### config.mk
export PLATFORM = sky130hd
export DESIGN_NAME = alu_div
export DESIGN_NICKNAME = d
export VERILOG_FILES = /design/src/rtl/alu_div.sv
export SDC_FILE = /design/constraint.sdc
export NUM_CORES = 1
export LEC_CHECK = 0
export CAP_MARGIN = 10
export CORE_UTILIZATION = 35
export CTS_CLUSTER_DIAMETER = 50
export DETAILED_ROUTE_END_ITERATION = 8
export DONT_BUFFER_PORTS = 1
export PLACE_DENSITY = 0.57
export REMOVE_ABC_BUFFERS = 1
export SLEW_MARGIN = 5
export SYNTH_ARGS = -nofsm -noshare
export SYNTH_HDL_FRONTEND = slang
export SYNTH_SLANG_ARGS = --single-unit
### constraint.sdc
create_clock -name i_clk -period 3.69 [get_ports i_clk]
set_input_delay 0.738 -clock i_clk [delete_from_list [all_inputs] [get_ports i_clk]]
set_output_delay 0.738 -clock i_clk [all_outputs]
set_load 0.01 [all_outputs]
### src/rtl/alu_div.sv
// rtl/alu_div.sv - radix-2 restoring 32-bit divider (DIV/DIVU/REM/REMU), RISC-V M semantics
// Optional ALU_DIV_EARLY_OUT_EN: divide-by-zero and signed overflow finish on the accept edge.
module alu_div #(
  parameter int XLEN = 32
) (
  input  logic            i_clk,
  input  logic            i_rst,
  input  logic            i_flush,
  input  logic            i_valid,
  output logic            o_ready,
  input  logic [1:0]      i_op,
  input  logic [XLEN-1:0] i_dividend,
  input  logic [XLEN-1:0] i_divisor,
  output logic            o_valid,
  input  logic            i_result_ready,
  output logic [XLEN-1:0] o_result
);

  typedef enum logic [1:0] {S_IDLE, S_CALC, S_FIXUP, S_DONE} state_e;

  localparam logic [5:0] LAST_ITER = 6'(XLEN - 1);

  state_e            state_q, state_d;
  logic              rem_sel_q, rem_sel_d;
  logic              qneg_q, qneg_d;
  logic              rneg_q, rneg_d;
  logic [XLEN-1:0]   divisor_q, divisor_d;
  logic [XLEN-1:0]   rem_q, rem_d;
  logic [XLEN-1:0]   quo_q, quo_d;
  logic [5:0]        cnt_q, cnt_d;
  logic [XLEN-1:0]   result_q, result_d;

  logic              a_neg, b_neg, div_zero;
  logic [XLEN-1:0]   a_abs, b_abs;
  logic [XLEN:0]     shifted, trial;
`ifdef ALU_DIV_EARLY_OUT_EN
  logic              sovf;
`endif

  assign o_ready  = (state_q == S_IDLE);
  assign o_valid  = (state_q == S_DONE);
  assign o_result = result_q;

  always_comb begin
    a_neg    = ~i_op[0] & i_dividend[XLEN-1];
    b_neg    = ~i_op[0] & i_divisor[XLEN-1];
    a_abs    = a_neg ? -i_dividend : i_dividend;
    b_abs    = b_neg ? -i_divisor : i_divisor;
    div_zero = (i_divisor == '0);
    shifted  = {rem_q, quo_q[XLEN-1]};
    trial    = shifted - {1'b0, divisor_q};
`ifdef ALU_DIV_EARLY_OUT_EN
    sovf     = ~i_op[0] & (i_dividend == {1'b1, {(XLEN-1){1'b0}}}) & (i_divisor == '1);
`endif

    state_d   = state_q;
    rem_sel_d = rem_sel_q;
    qneg_d    = qneg_q;
    rneg_d    = rneg_q;
    divisor_d = divisor_q;
    rem_d     = rem_q;
    quo_d     = quo_q;
    cnt_d     = cnt_q;
    result_d  = result_q;

    case (state_q)
      S_IDLE: begin
        if (i_valid && !i_flush) begin
          rem_sel_d = i_op[1];
          // A zero divisor must keep the all-ones quotient, so it never negates.
          qneg_d    = (a_neg ^ b_neg) & ~div_zero;
          rneg_d    = a_neg;
          divisor_d = b_abs;
          quo_d     = a_abs;
          rem_d     = '0;
          cnt_d     = '0;
          state_d   = S_CALC;
`ifdef ALU_DIV_EARLY_OUT_EN
          if (div_zero || sovf) begin
            state_d  = S_DONE;
            result_d = div_zero ? (i_op[1] ? i_dividend : '1)
                                : (i_op[1] ? '0 : i_dividend);
          end
`endif
        end
      end
      S_CALC: begin
        if (!trial[XLEN]) begin
          rem_d = trial[XLEN-1:0];
          quo_d = {quo_q[XLEN-2:0], 1'b1};
        end else begin
          rem_d = shifted[XLEN-1:0];
          quo_d = {quo_q[XLEN-2:0], 1'b0};
        end
        if (cnt_q == LAST_ITER) begin
          cnt_d   = '0;
          state_d = S_FIXUP;
        end else begin
          cnt_d = cnt_q + 6'd1;
        end
      end
      S_FIXUP: begin
        result_d = rem_sel_q ? (rneg_q ? -rem_q : rem_q)
                             : (qneg_q ? -quo_q : quo_q);
        state_d  = S_DONE;
      end
      S_DONE: begin
        if (i_result_ready) state_d = S_IDLE;
      end
      default: state_d = S_IDLE;
    endcase

    if (i_flush) state_d = S_IDLE;
  end

  always_ff @(posedge i_clk) begin
    if (i_rst) begin
      state_q   <= S_IDLE;
      rem_sel_q <= 1'b0;
      qneg_q    <= 1'b0;
      rneg_q    <= 1'b0;
      divisor_q <= '0;
      rem_q     <= '0;
      quo_q     <= '0;
      cnt_q     <= '0;
      result_q  <= '0;
    end else begin
      state_q   <= state_d;
      rem_sel_q <= rem_sel_d;
      qneg_q    <= qneg_d;
      rneg_q    <= rneg_d;
      divisor_q <= divisor_d;
      rem_q     <= rem_d;
      quo_q     <= quo_d;
      cnt_q     <= cnt_d;
      result_q  <= result_d;
    end
  end

endmodule

After elaboration in Yosys (flattened, before gate mapping)
Cells that the tools add are included.
- bits in registers: 139
- input bits: 71
- word-level logic and storage cells: 55
- add/subtract/negate cells: 6
- eq/ne operators: 7
- mux-type cells: 18
- bitwise gates (word level): 6
- reductions and logical operators: 9
- operator list (kind ; count):
    32-bit 2-to-1 mux ; 8
    32-bit negator ; 4
    32-bit one-hot mux with 2 select lines ; 2
    33-bit by 32-bit subtractor with 33-bit output ; 1
    32-bit zero test ; 1
    6-bit 2-to-1 mux ; 2
    6-bit one-hot mux with 2 select lines ; 1
    2-bit one-hot mux with 4 select lines ; 1
    6-bit by 1-bit adder with 6-bit output, second input constant ; 1
    6-bit by 5-bit equality test with 1-bit output, second input constant ; 1
    2-bit 2-to-1 mux ; 3
    2-bit equality test, second input constant ; 2
    2-bit by 1-bit inequality test with 1-bit output, second input constant ; 2
    2-bit AND reduction ; 2
    1-bit AND ; 3
    3-bit AND reduction ; 1
    2-bit by 1-bit equality test with 1-bit output, second input constant ; 1
    2-bit zero test ; 1
    2-bit inequality test, second input constant ; 1
    1-bit inverter ; 2
    2-bit nonzero test ; 1
    2-bit OR reduction ; 1
    1-bit logical AND ; 1
    1-bit zero test ; 1
    other kinds (2) ; 2

Longest topological paths before layout
- word-level depth: 5
- depth in mapped cells: 12
- gate-level depth less buffers: 11

Worst setup path before layout
No wires, ideal clock.
- path kind: in2reg
- from: in i_divisor[0]
- to: reg divisor_q[29]
- data arrival time: 2.986 ns
- required time: 3.604 ns
- path slack: 0.618 ns
- stages: 8
- cell sequence: or4_1 nor4_2 and2_1 nand2_1 or4_1 o41ai_1 xor2_1 a211oi_1
- cells in the longest elaborated chain, start to end: 2
- ends and longest elaborated chain (element ; line ; source):
    start, declared ; 13 ; input logic [XLEN-1:0] i_divisor,
    32-bit negator ; 48 ; b_abs = b_neg ? -i_divisor : i_divisor;
    32-bit 2-to-1 mux ; 48 ;
    end signal, assigned ; 132 ; divisor_q <= divisor_d;
    end, declared ; 27 ; logic [XLEN-1:0] divisor_q, divisor_d;
No other way between the ends.
A chain may end at the register's enable or synchronous reset.

Worst setup path in the final report
- from: reg rem_q[8]
- to: reg rem_q[1]
- cells in the longest elaborated chain, start to end: 3
- ends and longest elaborated chain (element ; line ; source):
    start, declared ; 28 ; logic [XLEN-1:0] rem_q, rem_d;
    start signal, assigned ; 133 ; rem_q <= rem_d;
    33-bit by 32-bit subtractor with 33-bit output ; 51 ; trial = shifted - {1'b0, divisor_q};
    32-bit 2-to-1 mux ; 88 ; if (!trial[XLEN]) begin
    32-bit one-hot mux with 2 select lines ; 66 ; case (state_q)
No other way between the ends.

==> results by group <==
Outcome
  • Status: complete, no violations

Layout
  • Finished Cell Area: 0.0112 mm^2
  • Cell Count, Final, Fillers Out: 1709
  • Fraction of layout cells with a size suffix above 1: 0.0616
  • Diodes inserted: 0
  • Final-stage net count: 1432
  • Most common cell after layout, fill and taps aside: nand2_1
  • Area Growth Syn to Fin: 9.88%
  • Most frequent cells in the layout: nand2_1 (155), dfxtp_1 (138), nor2_1 (114)

Logic synthesis
  • Cells after Synth: 1360
  • Avg Cell Area, Syn: 7.46 um^2
  • Synth warnings: 0
  • FFs w/ async S/R, synth: 0
  • Synth unique cells: 67
  • Number of synthesized flops with an enable pin: 0
  • Mapped Area: 0.0102 mm^2
  • Seq cells post-synth: 139
  • Synth Flop Type: dfxtp_1
  • Seq/Total Area, Yosys: 0.274

Drt
  • Routed Antenna Nets: 0
  • Via Count: 9430
  • First-pass iteration count of the detailed router: 5
  • WL final: 28.4 mm
  • Drt wl/cell: 16.6 um
  • DR DRC count: 0
  • Detailed router's first-iteration violation count: 625
  • Via density: 5.52

CTS
  • Max Root-Sink Buffers: 2
  • Post-CTS Setup Inserts: 0
  • # resized after CTS: 0
  • H-tree levels: 4
  • Hold buffer count at cts: 0
  • Worst-Skew Late Latency: 420 ps
  • Clk Tree Root Cell: clkbuf_16
  • Clock transition at path regs: 60 ps
  • Clk sink count: 139
  • CTS Buf Count: 17
  • CTS tree: done

Timing
  • Slew @ Worst Pin: 1040 ps
  • Period minus WS final: 3270 ps
  • RSZ-0062 raised after global routing: no
  • Period utilization: 0.885
  • Fmax: 0.306 GHz
  • Slew HR: 0.304
  • Final setup fails: 0
  • Final Skew: 8.38 ps
  • Endpoints failing hold: 0
  • Final Slew Violations: 0
  • Setup TNS: 0 ps
  • Hold WS: 390 ps
  • Setup WS post-layout: 423 ps

Floorplanning
  • Num rows: 61
  • Die X: 172 um
  • Die area: 0.0297 mm^2
  • Core region area: 0.0282 mm^2
  • Initial core utilization: 0.360
  • Die Ht: 172 um
  • I/O pin cnt: 105

Global route
  • First-pass GRT wire length: 46.3 mm
  • Grt ovf: 0
  • GRT Total Usage: 0.196
  • Largest net degree at the start of global routing: 100
  • Antenna violations before repair: 0
  • Number of global-route vias before repair: 9093

Hold path
  • Endpoint, Worst Hold: state_q[1]$_SDFFE_PP0P_
  • Hold wc startpoint: i_flush
  • Worst Hold Path Cells: 1
  • HP Class: primary input to flop

Critical path
  • Capture point of the worst reg-to-reg path: rem_q[1]$_SDFFE_PP0P_
  • Critical path arrival: 3580 ps
  • Startpoint Class: flop
  • Critical Path Start: rem_q[8]$_SDFFE_PP0P_
  • Worst-path fanout max: 9
  • Critical path class: flop to flop
  • FF-to-FF Start: rem_q[8]$_SDFFE_PP0P_
  • Setup crit end kind: flop
  • Reg2Reg Setup Slack: 420 ps
  • Worst EP required: 4000 ps
  • R2R cell count: 10

Placement
  • IO Port Bufs: 0
  • Area after DPL: 0.0105 mm^2
  • Place WS: 342 ps
  • Cell count after placement: 1678
  • GP Congestion: 0.881
  • DP HPWL: 21.4 mm

Power
  • Maximum vdd ir drop: 0.000261 V
  • Cell Pwr Density: 375 mW/mm^2
  • Leak: 4.16 nW

Flow run
  • MaxCap Viol Count: 0
-- synthesized netlist by cell type (all sizes together), types with 4 or more instances --
cell,number,share of area
nor3,24,0.012
nand3b,4,0.0030
nor4,16,0.010
nand2,155,0.057
or4,22,0.017
buf,5,0.0023
o21ai,101,0.050
o221ai,5,0.0043
o41ai,15,0.015
a211oi,29,0.021
nor2b,9,0.0055
a21o,14,0.010
nand2b,17,0.010
o211ai,13,0.0096
xor2,72,0.062
mux2i,18,0.018
o311ai,5,0.0043
a22o,8,0.0069
or3,22,0.015
o31ai,26,0.019
or2,9,0.0055
nor2,115,0.043
a21oi,98,0.048
and3,9,0.0055
nand4,8,0.0049
ha,41,0.051
xnor2,71,0.061
dfxtp,139,0.27
nand3,65,0.032
a2111oi,7,0.0060
a31oi,13,0.0080
clkbuf,81,0.030
a32oi,15,0.013
a311oi,5,0.0043
o21a,9,0.0067
and2,6,0.0037
inv,55,0.020
-- metrics by stage --
step                      total power [mW]   util
after global routing                  4.37  0.396
after detailed placement              2.35  0.374
after CTS                             4.21  0.396
after floorplan                       2.17      -
after global placement                2.35  0.374
final                                 4.18  0.396
-- final cells by class --
type	count	area, um^2
inverters	55	206
multi-input cells	1080	6860
clock buffers	20	457
well taps	378	473
fillers	2943	17000
flip-flops and latches	139	2780
clock inverters	11	168
repair buffers	26	208
-- cell families (layout without fill, tap and decap cells) --
group	count (synthesis)	in the layout	synth area share
buffers and inverters	141	112	0.0528
XOR/XNOR	143	143	0.123
multiplexers	18	18	0.0177
flip-flops	139	139	0.274
AND/OR/NAND/NOR	490	490	0.233
AO/OA/AOI/OAI	387	387	0.247
adder cells (fa/ha/maj)	42	42	0.0525
-- critical path, cell delays in order (launching register included) --
cell and delay, ps:
dfxtp_1 430, ha_1 330, a211o_1 310, a211oi_1 260
o21ai_0 180, a211o_1 300, a31oi_1 410, xor2_2 400
buf_4 230, nand2_1 60, a32o_1 240
-- routing by layer --
layer / global-route usage / up-vias / share of wire
met5: 0 / - / 0
met4: 0.0512 / 0 / 0.018
met3: 0.0414 / 26 / 0.046
met2: 0.333 / 162 / 0.48
met1: 0.250 / 4424 / 0.46
li1: - / 4818 / -
-- power breakdown --
group / total [mW] / switching [mW] / internal [mW]
sequential: 1.62 / 0.0651 / 1.55
clock: 1.85 / 0.691 / 1.16
combinational: 0.704 / 0.418 / 0.286
total: 4.18 / 1.17 / 3.00
-- registers in the layout, indices dropped and copies added (netlist names) --
name,cells
o_result,32
divisor_q,32
state_q,2
qneg_q,1
quo_q,32
rem_q,32
cnt_q,6
rneg_q,1
rem_sel_q,1
-- how the worst max path moves through the flow --
stage	to	slack [ps]	cells after the start
after detailed placement	divisor_q[29]$_SDFFE_PP0P_	340	8
after global routing	rem_q[1]$_SDFFE_PP0P_	250	10
after CTS	rem_q[1]$_SDFFE_PP0P_	430	11
after floorplan	divisor_q[16]$_SDFFE_PP0P_	-1110	4
final	rem_q[1]$_SDFFE_PP0P_	420	10
after global placement	divisor_q[29]$_SDFFE_PP0P_	390	8
No activity file was read; power rests on OpenSTA's default activity.
